===== src/rtl/fp_div_seq.sv =====
// rtl/fp_div_seq.sv - iterative IEEE-754 single-precision divider, restoring, truncating
// Special operands finish through a fast path; finite operands take 25 divide cycles plus one normalize cycle.
module fp_div_seq (
  input  logic        clk,
  input  logic        rst_n,
  input  logic        start,
  input  logic [31:0] A,
  input  logic [31:0] B,
  output logic        busy,
  output logic        done,
  output logic [31:0] Div_Out,
  output logic        Invalid,
  output logic        Div_Zero
);

  typedef enum logic [1:0] {IDLE, DIVIDE, NORM, DONE} state_t;

  state_t             state, state_next;
  logic               sign;
  logic [24:0]        rem;
  logic [23:0]        dvs;
  logic signed [9:0]  exp_r;
  logic [24:0]        quo;
  logic [4:0]         cnt;

  logic [7:0]         a_exp, b_exp;
  logic               a_zero, b_zero, a_inf, b_inf, a_nan, b_nan;
  logic               special, spec_inv, spec_dz, op_sign;
  logic [31:0]        spec_res;
  logic signed [9:0]  exp_n;
  logic [22:0]        mant;
  logic [24:0]        dvs_ext;

  assign a_exp   = A[30:23];
  assign b_exp   = B[30:23];
  assign a_zero  = (a_exp == 8'h00);
  assign b_zero  = (b_exp == 8'h00);
  assign a_inf   = (a_exp == 8'hFF) && (A[22:0] == 23'h0);
  assign b_inf   = (b_exp == 8'hFF) && (B[22:0] == 23'h0);
  assign a_nan   = (a_exp == 8'hFF) && (A[22:0] != 23'h0);
  assign b_nan   = (b_exp == 8'hFF) && (B[22:0] != 23'h0);
  assign op_sign = A[31] ^ B[31];
  assign special = a_zero | b_zero | (a_exp == 8'hFF) | (b_exp == 8'hFF);
  assign dvs_ext = {1'b0, dvs};

  // Fast-path result; the if-chain order is the rule priority.
  always_comb begin
    spec_res = {op_sign, 31'h0};
    spec_inv = 1'b0;
    spec_dz  = 1'b0;
    if (a_nan || b_nan) begin
      spec_res = 32'h7FC00000;
      spec_inv = 1'b1;
    end else if ((a_zero && b_zero) || (a_inf && b_inf)) begin
      spec_res = 32'h7FC00000;
      spec_inv = 1'b1;
    end else if (b_zero && !a_inf) begin
      spec_res = {op_sign, 8'hFF, 23'h0};
      spec_dz  = 1'b1;
    end else if (a_inf) begin
      spec_res = {op_sign, 8'hFF, 23'h0};
    end
  end

  always_comb begin
    exp_n = quo[24] ? exp_r : (exp_r - 10'sd1);
    mant  = quo[24] ? quo[23:1] : quo[22:0];
  end

  always_comb begin
    state_next = state;
    case (state)
      IDLE:    if (start) state_next = special ? DONE : DIVIDE;
      DIVIDE:  if (cnt == 5'd0) state_next = NORM;
      NORM:    state_next = DONE;
      DONE:    state_next = IDLE;
      default: state_next = IDLE;
    endcase
  end

  always_ff @(posedge clk or negedge rst_n) begin
    if (!rst_n) begin
      state <= IDLE;
      busy  <= 1'b0;
      done  <= 1'b0;
    end else begin
      state <= state_next;
      busy  <= (state_next != IDLE);
      done  <= (state_next == DONE);
    end
  end

  always_ff @(posedge clk or negedge rst_n) begin
    if (!rst_n) begin
      sign     <= 1'b0;
      rem      <= '0;
      dvs      <= '0;
      exp_r    <= '0;
      quo      <= '0;
      cnt      <= '0;
      Div_Out  <= 32'h0;
      Invalid  <= 1'b0;
      Div_Zero <= 1'b0;
    end else begin
      case (state)
        IDLE: begin
          if (start) begin
            sign <= op_sign;
            if (special) begin
              Div_Out  <= spec_res;
              Invalid  <= spec_inv;
              Div_Zero <= spec_dz;
            end else begin
              rem   <= {2'b01, A[22:0]};
              dvs   <= {1'b1, B[22:0]};
              exp_r <= signed'({2'b00, a_exp}) - signed'({2'b00, b_exp}) + 10'sd127;
              quo   <= '0;
              cnt   <= 5'd24;
            end
          end
        end
        DIVIDE: begin
          // Remainder stays below the divisor after each step, so the shift never overflows.
          if (rem >= dvs_ext) begin
            rem <= (rem - dvs_ext) << 1;
            quo <= {quo[23:0], 1'b1};
          end else begin
            rem <= rem << 1;
            quo <= {quo[23:0], 1'b0};
          end
          cnt <= cnt - 5'd1;
        end
        NORM: begin
          Invalid  <= 1'b0;
          Div_Zero <= 1'b0;
          if (exp_n >= 10'sd255)
            Div_Out <= {sign, 8'hFF, 23'h0};
          else if (exp_n <= 10'sd0)
            Div_Out <= {sign, 31'h0};
          else
            Div_Out <= {sign, exp_n[7:0], mant};
        end
        default: ;
      endcase
    end
  end

endmodule


===== config.mk =====
export PLATFORM = sky130hd
export DESIGN_NAME = fp_div_seq
export DESIGN_NICKNAME = d
export VERILOG_FILES = /design/src/rtl/fp_div_seq.sv
export SDC_FILE = /design/constraint.sdc
export NUM_CORES = 1
export LEC_CHECK = 0
export BUFFER_PORTS_ARGS = -buffer_cell sky130_fd_sc_hd__buf_2
export CAP_MARGIN = 0
export CORE_UTILIZATION = 40
export CTS_CLUSTER_SIZE = 24
export DETAILED_ROUTE_END_ITERATION = 7
export PLACE_DENSITY = 0.71
export SETUP_SLACK_MARGIN = 0.02
export SLEW_MARGIN = 20
export SYNTH_ARGS = -nofsm -noshare
export SYNTH_HDL_FRONTEND = slang
export SYNTH_SLANG_ARGS = --single-unit

===== constraint.sdc =====
create_clock -name clk -period 3.4 [get_ports clk]
set_input_delay 0.51 -clock clk [delete_from_list [all_inputs] [get_ports clk]]
set_output_delay 0.51 -clock clk [all_outputs]
set_load 0.005 [all_outputs]

==> results.cfg, run 1 <==
[synthesis]
synth.area.top_cells = dfrtp_1 (41%), nand2_1 (8.5%), ha_1 (5.8%)
synth_top_area_share = 0.409
synthCells = 905
synth_top_area_cell = dfrtp_1
syn_nets = 1010
synth_edf_count = 0
ys_top_cells_by_count = nand2_1 (178), dfrtp_1 (128), o21ai_0 (80), nor2_1 (54), inv_1 (50)
ys_seq_area_frac = 0.409
synth_flop_cell = dfrtp_1
ys_ff_latch = 128
syn_area_per_cell_um2 = 8.65
synth.distinct_cells = 67
synthArstFlopShare = 1.00
synth_area_mm2 = 0.00783
synth_warnings = 0
yosys.cell_count.top_type = nand2_1

[drt]
via_count = 6847
viasPerCell = 5.37
wl_per_cell_um = 15.4
drtAntennaViolNets = 0
totalWireLength_um = 19700
dr.pass1.iters = 5
drt_iter0_drc = 363
drc = 0

[worst_setup_path]
crit_required_ns = 3.69
start_kind = register
crit_type = register to register
arrival_ns = 3.28
cp-end-kind = register
cp_max_fo = 13

[place]
placed_area_mm2 = 0.00863
place_congestion = 0.882
hpwlAfterDp_um = 14400
numPortBuffers = 102

[cells_and_area]
diodes = 0
syn_to_final_growth_pct = 18.9
finish.instance_area_mm2 = 0.00931
fin_nets = 1106
drive_gt1_frac = 0.180

[global_routing]
grt_pass1_wl_um = 32500
antenna_found_initial = 0
grt_pass1_vias = 6536
grt_max_degree = 53
grt_usage = 0.203
overflow = 0

[clock_tree]
post_cts_buffers = 0
cts_root_buf = clkbuf_16
cts.path.max_buffers = 2
clk_latency_ns = 0.42
cts_tree = done
htree_levels = 4
cts_buffers = 17
cts_sinks = 128
cts_repair_resize_count = 0
clkTransAtPathRegs_ns = 0.06
hold_buffers = 0

[die]
coreArea_mm2 = 0.0190
initial_core_util = 0.413
dieWidth_um = 142
die_h_um = 142
dieArea_mm2 = 0.0201
pin_count = 103
placementRows = 50

[power]
combPwrFrac = 0.516
p_clk_frac = 0.211
net-switching-power_mw = 4.17
ir_drop_v = 0.000473
seq_power_share = 0.272
p_leak_nw = 4.13
powerDensity_mw_per_mm2 = 1070
swShare = 0.419
p_int_mw = 5.77

[flow_run]
maxCapViolCount = 0

[sta]
setup_violations = 0
finalSetupTns_ns = 0
max_clock_freq_mhz = 335
slew_headroom = 0.336
report.final.slew_viol_count = 0
clock_skew_ns = 0.00643
rsz0062_at_grt = false
tightest_slew_ns = 0.992
timing.final.crit_period_ns = 2.99
finalHoldViolCount = 0
timing.final.crit_share = 0.879

[min_path]
holdCritPathClass = input port to async pin

[status]
outcome = finished, final reports clean
logic make-up (layout without fill, tap and decap cells):
group,after synthesis,after routing,synth area share
AOI/OAI and AO/OA,234,234,0.193
and+or+nand+nor,337,337,0.197
DFF,128,128,0.409
buffers and inverters,94,203,0.0499
muxes,32,32,0.0409
xor gates and xnor gates,42,42,0.0470
adders and majority gates,38,38,0.0626
critical path, stage by stage, from the launching register on:
cell       delay [ns]
dfrtp_1          0.41
ha_1             0.37
and3_1           0.24
a221o_1          0.33
a31o_2           0.25
o2111ai_1        0.30
a311oi_1         0.21
nand2b_1         0.21
buf_4            0.20
o32ai_1          0.27
a21oi_1          0.08
metrics by stage:
step	util	setup WS, ns	std cells	power (mW)	hold WS [ns]
after floorplan	-	0.469	905	6.47	0.214
after global placement	0.455	0.228	1242	7.67	0.436
after detailed placement	0.455	0.188	1242	7.78	0.456
after CTS	0.491	0.463	1274	9.94	0.150
after global routing	0.491	0.263	1274	10.8	0.174
final	0.491	0.413	1274	9.95	0.136
layout make-up:
cell class | instances | area (µm²)
clock buffer | 19 | 443
clock inverter | 13 | 234
fill | 1797 | 9650
inverter | 50 | 188
multi-input combinational | 683 | 4250
sequential | 128 | 3200
tap | 260 | 325
timing repair buffer | 121 | 668
routing by layer:
metal / GRT usage / wire length [µm] / up-vias
li1: - / - / 3377
met1: 0.270 / 9230 / 3274
met2: 0.334 / 9250 / 176
met3: 0.0361 / 809 / 20
met4: 0.0690 / 384 / 0
met5: 0 / 0 / -
state kept, by name (all words and copies together), names as in the netlist:
| register | cells |
|---|---|
| busy | 1 |
| cnt | 5 |
| Div_Out | 32 |
| sign | 1 |
| exp_r | 10 |
| done | 1 |
| Invalid | 1 |
| rem | 25 |
| Div_Zero | 1 |
| state | 2 |
| quo | 25 |
| dvs | 24 |
power by group through the flow:
stage	Clock, mW	Combinational (mW)	Sequential [mW]
floorplan	0	3.85	2.62
finish	2.10	5.13	2.71
CTS	2.13	5.10	2.70
detailed placement	0	5.06	2.72
global placement	0	4.98	2.70
global route	2.20	5.77	2.80
cells in the final DEF (no fill, tap or decap), types with 11 or more instances in the layout:
master and n:
xnor2_1 28, a31oi_1 18, nand4_1 11, o21ai_0 80, mux2i_1 32, buf_4 19
nand3_1 12, a21oi_1 42, clkbuf_16 17, ha_1 36, dfrtp_1 128, nand2_1 177
nor3_1 16, inv_1 50, xor2_1 14, nor2_1 53, buf_2 101, o21ai_2 20
nor4_1 14
worst paths after layout:
kind | from | end | slack [ns] | depth (start not counted)
max | rem[5]$_DFFE_PN0P_ | rem[23]$_DFFE_PN0P_ | 0.41 | 10
min reg2reg | dvs[23]$_DFFE_PN0P_ | dvs[23]$_DFFE_PN0P_ | 0.46 | 2
max reg2reg | rem[5]$_DFFE_PN0P_ | rem[23]$_DFFE_PN0P_ | 0.41 | 10
min in group clk | B[6] | dvs[6]$_DFFE_PN0P_ | 0.31 | 3
max in group asynchronous | rst_n | rem[4]$_DFFE_PN0P_ | 2.51 | 2
min | rst_n | dvs[15]$_DFFE_PN0P_ | 0.14 | 1
Power figures use the tool's default switching activity.
==> inputs of run 2 (changes only) <==
--- a/config.mk
+++ b/config.mk
@@ -11,6 +11,7 @@
 export CTS_CLUSTER_SIZE = 24
 export DETAILED_ROUTE_END_ITERATION = 7
 export PLACE_DENSITY = 0.71
+export RECOVER_POWER = 100
 export SETUP_SLACK_MARGIN = 0.02
 export SLEW_MARGIN = 20
 export SYNTH_ARGS = -nofsm -noshare
==> run 2 against run 1 <==
The flow now finishes with violations (max-capacitance violations, max-slew violations). Hold slack improved by 0.18 ns. Global-route usage stayed put. Cell count stayed put. Combinational power shrank 2%. Fmax decreased by 0.65%. Largest power group unchanged. Highest routed layer unchanged.
==> results.cfg, run 2 (synthesized netlist as in run 1, its figures left out) <==
[clock_tree]
post_cts_buffers = 0
cts.path.max_buffers = 2
cts_tree = done
clkTransAtPathRegs_ns = 0.06
cts_buffers = 17
htree_levels = 4
cts_sinks = 128
hold_buffers = 0
cts_repair_resize_count = 0
clk_latency_ns = 0.42
cts_root_buf = clkbuf_16

[worst_setup_path]
crit_type = register to register
path_cells = ha_1 > and3_1 > a221o_1 > a31o_2 > o2111ai_1 > a311oi_1 > nor2b_1 > buf_4 > a21oi_1 > a22oi_1
start_kind = register
arrival_ns = 3.30
cp_max_fo = 12
slowest_stage = dfrtp_1
crit_required_ns = 3.69
cp-end-kind = register
cp_slowest_stage_delay_ns = 0.41

[status]
violations = max-capacitance violations, max-slew violations
outcome = finished, violations left

[power]
net-switching-power_mw = 4.12
seq_power_share = 0.275
ir_drop_v = 0.000458
p_leak_nw = 4.05
p_clk_frac = 0.214
powerDensity_mw_per_mm2 = 1070
finalPower_mw = 9.83
p_int_mw = 5.71
combPwrFrac = 0.510
swShare = 0.419

[die]
dieWidth_um = 142
coreArea_mm2 = 0.0190
pin_count = 103
initial_core_util = 0.413
die_h_um = 142
dieArea_mm2 = 0.0201
placementRows = 50

[sta]
finalHoldViolCount = 0
timing.final.crit_share = 0.884
tightest_slew_ns = 2.91
report.final.slew_viol_count = 104
finalSetupTns_ns = 0
clock_skew_ns = 0.00499
max_clock_freq_mhz = 333
hold_ws_ns = 0.314
timing.final.crit_period_ns = 3.01
setup_violations = 0
rsz0062_at_grt = false
slew_headroom = -0.942

[drt]
drt_iter0_drc = 361
drc = 0
wl_per_cell_um = 15.5
drtAntennaViolNets = 0
viasPerCell = 5.40
totalWireLength_um = 19700
dr.pass1.iters = 5
via_count = 6883

[cells_and_area]
final_common_cell = nand2_1
stdcell_count = 1274
largest_register = Div_Out
drive_gt1_frac = 0.133
biggestRegsByFlops = Div_Out x32, quo x25, rem x25
largest_register_ffs = 32
syn_to_final_growth_pct = 17.1
most-common-layout-cells = nand2_1 (178), dfrtp_1 (128), o21ai_0 (98)
diodes = 0
finish.instance_area_mm2 = 0.00917
fin_nets = 1106

[place]
placed_area_mm2 = 0.00863
hpwlAfterDp_um = 14400
place_inst = 1242
numPortBuffers = 102
place_congestion = 0.882

[global_routing]
grt_max_degree = 53
overflow = 0
grt_usage = 0.203
grt_pass1_vias = 6536
grt_pass1_wl_um = 32500
antenna_found_initial = 0

[flow_run]
maxCapViolCount = 2

[min_path]
holdCritPathClass = input port to register
-- run 2: cell count changes in the layout (fill, tap and decap cells not counted), moves of 6 or more --
cell / previous run / this run
buf_2: 101 / 80
o21ai_0: 80 / 98
buf_4: 19 / 13
clkbuf_1: 1 / 27
o21ai_2: 20 / 2
-- run 2: through the flow --
step	setup slack [ns]	utilization
finish	0.393	0.484
global route	0.207	0.484
CTS	0.463	0.491
detailed placement	0.188	0.455
global placement	0.228	0.455
floorplan	0.469	-
-- run 2: critical path, delay by kind of cell (launching register included) --
kind | cells | cell delay, ns
compound gates | 6 | 1.43
buf+inv | 1 | 0.24
simple gates | 2 | 0.43
flops | 1 | 0.41
fa+ha+maj | 1 | 0.37
-- run 2: path summary, 6_finish.rpt --
kind	from	endpoint	slack [ns]	cells past startpoint
hold / removal	B[6]	dvs[6]$_DFFE_PN0P_	0.31	3
min in group asynchronous	rst_n	dvs[15]$_DFFE_PN0P_	1.03	1
setup reg to reg	rem[5]$_DFFE_PN0P_	rem[1]$_DFFE_PN0P_	0.39	10
hold reg to reg	dvs[23]$_DFFE_PN0P_	dvs[23]$_DFFE_PN0P_	0.47	2
setup / recovery	rem[5]$_DFFE_PN0P_	rem[1]$_DFFE_PN0P_	0.39	10
max in group asynchronous	rst_n	quo[20]$_DFFE_PN0P_	0.72	1
-- run 2: cell type report --
class,count,area (µm²)
timing repair buffer,121,621
sequential,128,3200
fill,1837,9790
clock inverter,13,234
clock buffer,19,443
multi-input combinational,683,4160
inverter,50,188
tap,260,325
-- run 2: per-layer routing --
layer | up-vias | track usage | share of wire
li1 | 3371 | - | -
met1 | 3311 | 0.270 | 0.47
met2 | 179 | 0.334 | 0.47
met3 | 22 | 0.0361 | 0.044
met4 | 0 | 0.0690 | 0.020
met5 | - | 0 | 0
-- run 2: power groups by stage --
stage          Combinational [mW]  Clock [mW]  Sequential (mW)
6_report                     5.02        2.11             2.71
3_5_place_dp                 5.06           0             2.72
5_1_grt                      5.67        2.20             2.80
3_3_place_gp                 4.98           0             2.70
4_1_cts                      5.10        2.13             2.70
2_1_floorplan                3.85           0             2.62
